`config.mk`:
```
export PLATFORM = sky130hd
export DESIGN_NAME = rr_output_allocator_flat
export DESIGN_NICKNAME = d
export VERILOG_FILES = /design/src/rtl/rr_output_allocator_if.sv /design/src/rtl/rr_output_allocator.sv /design/src/flat_wrapper.sv
export SDC_FILE = /design/constraint.sdc
export NUM_CORES = 1
export LEC_CHECK = 0
export BUFFER_PORTS_ARGS = -buffer_cell sky130_fd_sc_hd__buf_4
export CAP_MARGIN = 20
export CORE_ASPECT_RATIO = 0.5
export CORE_MARGIN = 5
export CORE_UTILIZATION = 54
export DETAILED_ROUTE_END_ITERATION = 7
export GPL_ROUTABILITY_DRIVEN = 0
export PLACE_DENSITY = 0.79
export SETUP_SLACK_MARGIN = 0.2
export SYNTH_ARGS = -nofsm -noshare
export SYNTH_HDL_FRONTEND = slang
export SYNTH_SLANG_ARGS = --single-unit
export TNS_END_PERCENT = 20
```
`constraint.sdc`:
```
create_clock -name clk -period 3.81 [get_ports clk]
set_input_delay 1.143 -clock clk [delete_from_list [all_inputs] [get_ports clk]]
set_output_delay 1.143 -clock clk [all_outputs]
set_load 0.03 [all_outputs]
```
`src/rtl/rr_output_allocator_if.sv`:
```
// Request/grant bundle between the input-buffer/LBDR stages and one output-port allocator.
// slave = allocator side, master = input buffers / downstream credit source.
interface rr_output_allocator_if #(
  parameter int unsigned NPORTS = 5,
  parameter int unsigned CW     = 3
);
  logic [NPORTS-1:0]   req;
  logic [NPORTS-1:0]   valid;
  logic [3*NPORTS-1:0] flit_id;
  logic                credit_in;
  logic [NPORTS-1:0]   grant;
  logic [2:0]          xbar_sel;
  logic [NPORTS-1:0]   read_en;
  logic                valid_out;
  logic [CW-1:0]       credit_cnt;
  logic                credit_err;

  modport master (
    output req, valid, flit_id, credit_in,
    input  grant, xbar_sel, read_en, valid_out, credit_cnt, credit_err
  );

  modport slave (
    input  req, valid, flit_id, credit_in,
    output grant, xbar_sel, read_en, valid_out, credit_cnt, credit_err
  );
endinterface

```
`src/rtl/rr_output_allocator.sv`:
```
// Round-robin wormhole allocator for one router output port.
// Locks onto a HEADER winner until its TAIL is forwarded; pops only with downstream credit.
module rr_output_allocator #(
  parameter int unsigned NPORTS  = 5,
  parameter int unsigned CREDITS = 4,
  parameter int unsigned CW      = 3
) (
  input logic                  clk,
  input logic                  rst,
  rr_output_allocator_if.slave bus
);
  localparam logic [2:0]    HEADER = 3'b001;
  localparam logic [2:0]    TAIL   = 3'b100;
  localparam logic [CW-1:0] CMAX   = CW'(CREDITS);

  typedef enum logic {IDLE, LOCKED} state_t;

  state_t            state;
  logic [NPORTS-1:0] grant;
  logic [NPORTS-1:0] eligible;
  logic [NPORTS-1:0] is_tail;
  logic [NPORTS-1:0] read_en;
  logic [2:0]        xbar_sel;
  logic [2:0]        rr_ptr;
  logic [2:0]        winner;
  logic [2:0]        idx_sel;
  logic              found;
  logic              fwd;
  logic              tail_fwd;
  logic [CW-1:0]     credit_cnt;
  logic              credit_err;
  int unsigned       idx;

  always_comb begin
    eligible = '0;
    is_tail  = '0;
    for (int unsigned i = 0; i < NPORTS; i++) begin
      eligible[i] = bus.req[i] & bus.valid[i] & (bus.flit_id[3*i +: 3] == HEADER);
      is_tail[i]  = (bus.flit_id[3*i +: 3] == TAIL);
    end
  end

  // First eligible input scanning rr_ptr, rr_ptr+1, ... with wrap at NPORTS.
  always_comb begin
    found   = 1'b0;
    winner  = '0;
    idx     = 0;
    idx_sel = '0;
    for (int unsigned k = 0; k < NPORTS; k++) begin
      idx = 32'(rr_ptr) + k;
      if (idx >= NPORTS) idx = idx - NPORTS;
      idx_sel = 3'(idx);
      if (!found && eligible[idx_sel]) begin
        found  = 1'b1;
        winner = idx_sel;
      end
    end
  end

  // grant is one-hot while LOCKED, so masking with valid isolates the winner's FIFO.
  always_comb begin
    read_en = '0;
    if (state == LOCKED && credit_cnt != '0) read_en = grant & bus.valid;
  end

  assign fwd      = |read_en;
  assign tail_fwd = |(read_en & is_tail);

  always_ff @(posedge clk or negedge rst) begin
    if (!rst) begin
      state      <= IDLE;
      grant      <= '0;
      xbar_sel   <= '0;
      rr_ptr     <= '0;
      credit_cnt <= CMAX;
      credit_err <= 1'b0;
    end else begin
      case (state)
        IDLE: begin
          if (found) begin
            state    <= LOCKED;
            grant    <= NPORTS'(1) << winner;
            xbar_sel <= winner;
          end
        end
        LOCKED: begin
          if (tail_fwd) begin
            state  <= IDLE;
            grant  <= '0;
            rr_ptr <= (xbar_sel == 3'(NPORTS - 1)) ? '0 : xbar_sel + 3'd1;
          end
        end
        default: state <= IDLE;
      endcase

      if (fwd && !bus.credit_in) begin
        credit_cnt <= credit_cnt - CW'(1);
      end else if (bus.credit_in && !fwd) begin
        if (credit_cnt == CMAX) credit_err <= 1'b1;
        else                    credit_cnt <= credit_cnt + CW'(1);
      end
    end
  end

  assign bus.grant      = grant;
  assign bus.xbar_sel   = xbar_sel;
  assign bus.read_en    = read_en;
  assign bus.valid_out  = fwd;
  assign bus.credit_cnt = credit_cnt;
  assign bus.credit_err = credit_err;
endmodule
```
`src/flat_wrapper.sv`:
```
// flat-port wrapper written by rule: the top's interface ports become plain ports
module rr_output_allocator_flat 
#(
  parameter int unsigned NPORTS  = 5,
  parameter int unsigned CREDITS = 4,
  parameter int unsigned CW      = 3
)
  (clk, rst, bus_req, bus_valid, bus_flit_id, bus_credit_in, bus_grant, bus_xbar_sel, bus_read_en, bus_valid_out, bus_credit_cnt, bus_credit_err);
  rr_output_allocator_if #(.NPORTS(NPORTS), .CW(CW)) bus_i ();
  input logic clk;
  input logic rst;
  input wire logic [$bits(bus_i.req)-1:0] bus_req;
  input wire logic [$bits(bus_i.valid)-1:0] bus_valid;
  input wire logic [$bits(bus_i.flit_id)-1:0] bus_flit_id;
  input wire logic [$bits(bus_i.credit_in)-1:0] bus_credit_in;
  output wire logic [$bits(bus_i.grant)-1:0] bus_grant;
  output wire logic [$bits(bus_i.xbar_sel)-1:0] bus_xbar_sel;
  output wire logic [$bits(bus_i.read_en)-1:0] bus_read_en;
  output wire logic [$bits(bus_i.valid_out)-1:0] bus_valid_out;
  output wire logic [$bits(bus_i.credit_cnt)-1:0] bus_credit_cnt;
  output wire logic [$bits(bus_i.credit_err)-1:0] bus_credit_err;
  assign bus_i.req = bus_req;
  assign bus_i.valid = bus_valid;
  assign bus_i.flit_id = bus_flit_id;
  assign bus_i.credit_in = bus_credit_in;
  assign bus_grant = bus_i.grant;
  assign bus_xbar_sel = bus_i.xbar_sel;
  assign bus_read_en = bus_i.read_en;
  assign bus_valid_out = bus_i.valid_out;
  assign bus_credit_cnt = bus_i.credit_cnt;
  assign bus_credit_err = bus_i.credit_err;
  rr_output_allocator #(.NPORTS(NPORTS), .CREDITS(CREDITS), .CW(CW)) u_core (.clk(clk), .rst(rst), .bus(bus_i));
endmodule
```
==> results of run 1 <==
cell families after synthesis:
family,after synthesis,share of synthesized area
AOI/OAI and AO/OA,72,0.276
xor gates and xnor gates,4,0.0221
adders and majority gates,14,0.0990
DFF,16,0.209
and+or+nand+nor,96,0.299
buffers and inverters,20,0.0475
muxes,9,0.0475
per-stage QoR:
step	instances	setup WS (ns)	hold WS [ns]	power [mW]	area, µm²
detailed placement	324	0.280	0.462	2.03	2300
global route	328	0.188	0.521	2.40	2360
finish	328	0.290	0.477	2.20	2360
floorplan	231	0.385	0.541	1.63	1920
CTS	328	0.256	0.479	2.19	2350
global placement	324	0.303	0.458	1.99	2300
per-layer routing:
layer  up-vias  global-route usage  part of all wire
met5         -                   0                 0
met4         0              0.0408            0.0040
met3         2              0.0215             0.042
met2        42               0.401              0.49
met1       902               0.300              0.46
li1        952                   -                 -
flip-flops by register name (all words and copies together) (netlist names):
register and count:
u_core.bus.credit_cnt 3, u_core.bus.credit_err 1, u_core.bus.grant 5, u_core.bus.xbar_sel 3
u_core.rr_ptr 3, u_core.state 1
cell usage in the layout, fill, tap and decap left out, types with 4 or more instances in the layout:
master    instances
nor2_1           21
inv_1            14
nand2b_1          4
a22o_1            4
and3_1            6
nand3_1           9
buf_4            46
ha_1             12
a22oi_1           4
mux2i_1           8
nor3_1            5
clkbuf_8          4
dfrtp_1          14
and2_1            5
nand2_1          13
a21oi_1          16
o21ai_0          15
a31oi_1           4
worst paths after layout:
kind / from / endpoint / slack [ns] / depth (start not counted)
worst min-delay path: u_core.bus.credit_err / u_core.bus.credit_err / 0.48 / 1
worst max-delay path: bus_valid[1] / bus_valid_out / 0.29 / 5
worst min register to register: u_core.bus.credit_err / u_core.bus.credit_err / 0.48 / 1
min in group asynchronous: rst / u_core.bus.xbar_sel[1] / 0.74 / 1
worst max register to register: u_core.rr_ptr[1] / u_core.bus.grant[0] / 0.36 / 12
max in group asynchronous: rst / u_core.bus.credit_cnt[2] / 2.83 / 1
power by group:
part / leakage, nW / switching [mW] / internal [mW]
registers: 0.191 / 0.105 / 0.256
clock network: 0.0288 / 0.0579 / 0.0916
logic: 0.857 / 1.03 / 0.667
total: 1.08 / 1.19 / 1.01
worst reg2reg max path, cell delays in order, from the launching register on:
cell and delay, ns:
dfrtp_2 0.45, inv_1 0.16, ha_1 0.24, ha_1 0.43, o21ba_2 0.22, or2_1 0.26, and3b_1 0.19, o21bai_1 0.19
and2_1 0.27, and3_2 0.31, a31oi_4 0.18, and2_4 0.21, a32o_1 0.24
repair_timing:
action,in CTS,in global routing
endpoints found under the setup margin,0,7
gates resized for setup,0,2
hold buffers,0,0
Yosys cell counts, types with 2 or more instances:
cell type,count,area (µm²)
mux2i_1,8,80.1
a31oi_1,4,25.0
nor4bb_1,3,30.0
dfrtp_1,15,375
nand4_1,2,12.5
nand3_1,9,45.0
o21ai_0,15,75.1
nand2b_1,4,25.0
nand2_1,13,48.8
inv_2,2,7.51
fa_1,2,40.0
a21o_1,2,15.0
and2_1,5,31.3
a22oi_1,4,30.0
a21oi_1,16,80.1
o221ai_1,3,26.3
and3b_1,2,17.5
xnor2_1,2,17.5
o211ai_1,3,22.5
ha_1,12,150
or4_1,2,15.0
a211oi_1,2,15.0
a211oi_2,2,25.0
o21a_1,3,22.5
nor3_1,5,25.0
buf_4,2,15.0
nor2_1,21,78.8
inv_1,14,52.6
a21oi_2,2,17.5
a22o_1,4,35.0
or3_1,3,18.8
and3_1,7,43.8
nor2_2,2,12.5
nor2b_1,3,18.8
cell type report:
type / instances / share of cell area
sequential: 16 / 0.171
timing repair buffer: 46 / 0.146
tap: 51 / 0.0271
clock buffer: 4 / 0.0234
inverter: 16 / 0.0255
multi-input combinational: 195 / 0.607
==> run metrics, run 1 <==
die area 4920 µm²; layout cells sized above 1 0.278; CTS Buf Count 3; setup violators final 0; Worst Setup End Kind output port; vias 1,898; die height ~52 µm; Max Cap Viol 0; status finished clean; Syn Std Cell Area 1920 µm²; number of global-route vias before repair 1,828; area delta synth->final 22.7%; most used cell, CP buf_4; relative slew slack 0.671; Synth Flop Type dfrtp_1; P per Cell Area 935 nW/µm²; diode count 0; Port Buf Inserts 45; CP delay by family, top simple AND/OR/NAND/NOR gates; CTS Sinks 16; DR DRC count 0; H-tree Lvls 1; Worst Tran Pin Value 0.493 ns; syn_area_per_cell 8.32 µm²; first-pass GRT wire length 8690 µm; Max Transition Viols Final 0; CP Cell Sequence buf_4, and3_1, or2_2, or4_1, buf_4; clock root buffer clkbuf_8; final net count 320; EDFF count, synth 0; hold crit path type reg -> reg; Final Util 0.686; CTS max path bufs 2; RSZ-0062 raised after global routing false; I/O pins 46; total wire length ~5300 µm; Yosys reg bits 16; Avg WL per Cell 16.0 µm; Pleak 1.08 nW; Post-CTS Setup Bufs 0; post-route ant nets 0; Initial DRC Count 102; FP Rows 15; Post-DP HPWL approximately 4300 µm; Die X between 90 and 100 µm; crit path DAT 2.38 ns; Buf/Inv on CP 2; peak supply drop 0.681 mV; initial core utilization 0.560; Gate Count Post-Synth 231; Final Hold Viols 0; Mapped Nets around 270; fillers 301; Vias/cell about 5.8; fraction of registers with async set/reset 1.00; kind of critical path in -> out; Final Critical Period 3.52 ns; yosys warns 0; total grt overflow 0; Max Clk Rate 284 MHz; critical path data required time between 2 and 3 ns; crit-path max FO 3; Clock Skew ~0.0055 ns; CTS tree yes; Core Area 3430 µm²; Netlist cell types 67; setup_tns 0 ns; largest net degree at the start of global routing 17; FF+latch area 403 µm²; worst-skew pair later-pin latency 0.25 ns; register area share after synthesis 0.209; Critical Path Start Type input port; Tcrit/Tclk final 0.924; CP max stage delay 0.48 ns; global-route usage over all layers 0.224; footprint of the multi-input gates about 1400 µm²; CP max stage cell or4_1; TritonRoute pass-1 iters 4; clk slew on worst S/H paths roughly 0.060 ns; initial antenna violation count 0
(Power assumes the default switching activity.)
==> run 2, diff against run 1 <==
- CAP_MARGIN: 20 -> not set
- PLACE_DENSITY: 0.79 -> 0.9
==> run 2 against run 1 <==
Effect of this change:
- sequential power grew 2%
- design area increased by 0.42%
- maximum frequency up 0.39%
- setup slack improved by 0.014 ns
- critical path type unchanged
- highest routed layer unchanged
==> run metrics, run 2 (synthesis results as in run 1) <==
status finished clean; Core Area 3430 µm² (unchanged); Final Hold Viols 0 (unchanged); vias 2,031 (+7.0%); worst-skew pair later-pin latency 0.25 ns (about the same); Port Buf Inserts 45 (unchanged); final net count 320 (unchanged); total wire length 5670 µm (+7.9%); peak supply drop 0.598 mV (-12%); die area 4920 µm² (unchanged); Post-DP HPWL 4460 µm (+3.9%); area delta synth->final 23.2%; initial core utilization 0.560 (unchanged); total grt overflow 0 (unchanged); clock root buffer clkbuf_8; crit path DAT 2.36 ns (-0.02 ns); CTS Sinks 16 (unchanged); CTS Buf Count 3 (unchanged); number of global-route vias before repair 1,912 (+4.6%); most common cell after layout, fill and taps aside buf_4; hold crit path type reg -> reg; Final Critical Period 3.51 ns (-0.0138 ns); Post-Place Setup Slack 0.271 ns (-0.00936 ns); Largest register FFs 5 (unchanged); CTS max path bufs 2 (unchanged); crit-path max FO 3 (unchanged); hold_buf cts 0 (unchanged); critical path data required time 2.67 ns (about the same); Clock Skew 0.00190 ns (-0.00358 ns); Initial DRC Count 161 (+58%); relative slew slack 0.652 (-0.0191); Avg WL per Cell 17.3 µm (+7.9%); setup violators final 0 (unchanged); FP Rows 15 (unchanged); initial antenna violation count 0 (unchanged); first-pass GRT wire length 9140 µm (+5.1%); Top reg by flops u_core.bus.grant; Max Transition Viols Final 0 (unchanged); Critical Path Start Type input port; RSZ-0062 raised after global routing true; Max Cap Viol 0 (unchanged); TritonRoute pass-1 iters 5 (+1); placed cell areas 2300 µm² (unchanged); post-route ant nets 0 (unchanged); Vias/cell 6.19 (+7.0%); Final Util 0.689 (+0.00291); clk slew on worst S/H paths 0.06 ns (about the same); layout cells sized above 1 0.285 (+0.00722); most frequent cells in the layout buf_4, nor2_1, a21oi_1, o21ai_0; Pleak 1.08 nW (about the same); die height 52.2 µm (unchanged); largest net degree at the start of global routing 17 (unchanged); Max Clk Rate 285 MHz (+0.39%); Final Instance Area 2370 µm² (+0.42%); Die X 94.4 µm (unchanged); setup_tns 0 ns (unchanged); H-tree Lvls 1 (unchanged); total power 2.26 mW (+2.4%); setup ws final 0.304 ns (+0.0138 ns); global-route usage over all layers 0.235 (+0.0109); Tcrit/Tclk final 0.920 (-0.00363); CTS tree yes; Worst Tran Pin Value 0.515 ns (+0.0223 ns); diode count 0 (unchanged); kind of critical path in -> out; Worst Setup End Kind output port; I/O pins 46 (unchanged); DR DRC count 0 (unchanged); P per Cell Area 953 nW/µm² (+2.0%); fillers 264 (-12%)
run 2: cell counts in the layout (fill, tap and decap cells not counted):
Identical to the previous run, type by type.
run 2: worst max-delay path, stage by stage:
cell    delay, ns
buf_4        0.11
and3_1       0.16
or2_2        0.27
or4_1        0.47
buf_4        0.20
run 2: repair_timing:
action                     in CTS  in global routing
setup endpoints to repair       0                  7
resized for setup               0                  4
setup buffers                   0                  0
run 2: final timing paths:
kind	to	startpoint	depth (start not counted)	slack, ns
worst min-delay path	u_core.bus.credit_err	u_core.bus.credit_err	1	0.48
min in group asynchronous	u_core.bus.xbar_sel[0]	rst	1	0.74
worst min register to register	u_core.bus.credit_err	u_core.bus.credit_err	1	0.48
worst max register to register	u_core.bus.grant[0]	u_core.rr_ptr[1]	12	0.36
worst max-delay path	bus_valid_out	bus_valid[1]	5	0.30
max in group asynchronous	u_core.bus.credit_cnt[2]	rst	1	2.82
run 2: area by class of cell:
class / instances / area, µm² / share of cell area
multi-input cells: 195 / 1440 / 0.608
flip-flops and latches: 16 / 403 / 0.170
repair buffers: 46 / 345 / 0.146
well taps: 51 / 63.8 / 0.0270
inverters: 16 / 60.1 / 0.0254
clock buffers: 4 / 55.1 / 0.0233
run 2: per-layer routing:
| metal | part of all wire | track usage | vias up |
|---|---|---|---|
| met4 | 0.021 | 0.0552 | 0 |
| met3 | 0.068 | 0.0258 | 20 |
| li1 | - | - | 956 |
| met5 | 0 | 0 | - |
| met2 | 0.49 | 0.437 | 107 |
| met1 | 0.42 | 0.297 | 948 |
run 2: where the power goes:
group,internal [mW],total [mW],switching [mW]
logic,0.678,1.74,1.06
registers,0.256,0.370,0.115
clock network,0.0916,0.151,0.0589
run 2: through the flow:
stage	std cells	hold WS (ns)
6_report	328	0.475
5_1_grt	328	0.507
4_1_cts	328	0.480
3_5_place_dp	324	0.463
3_3_place_gp	324	0.453
2_1_floorplan	231	0.541
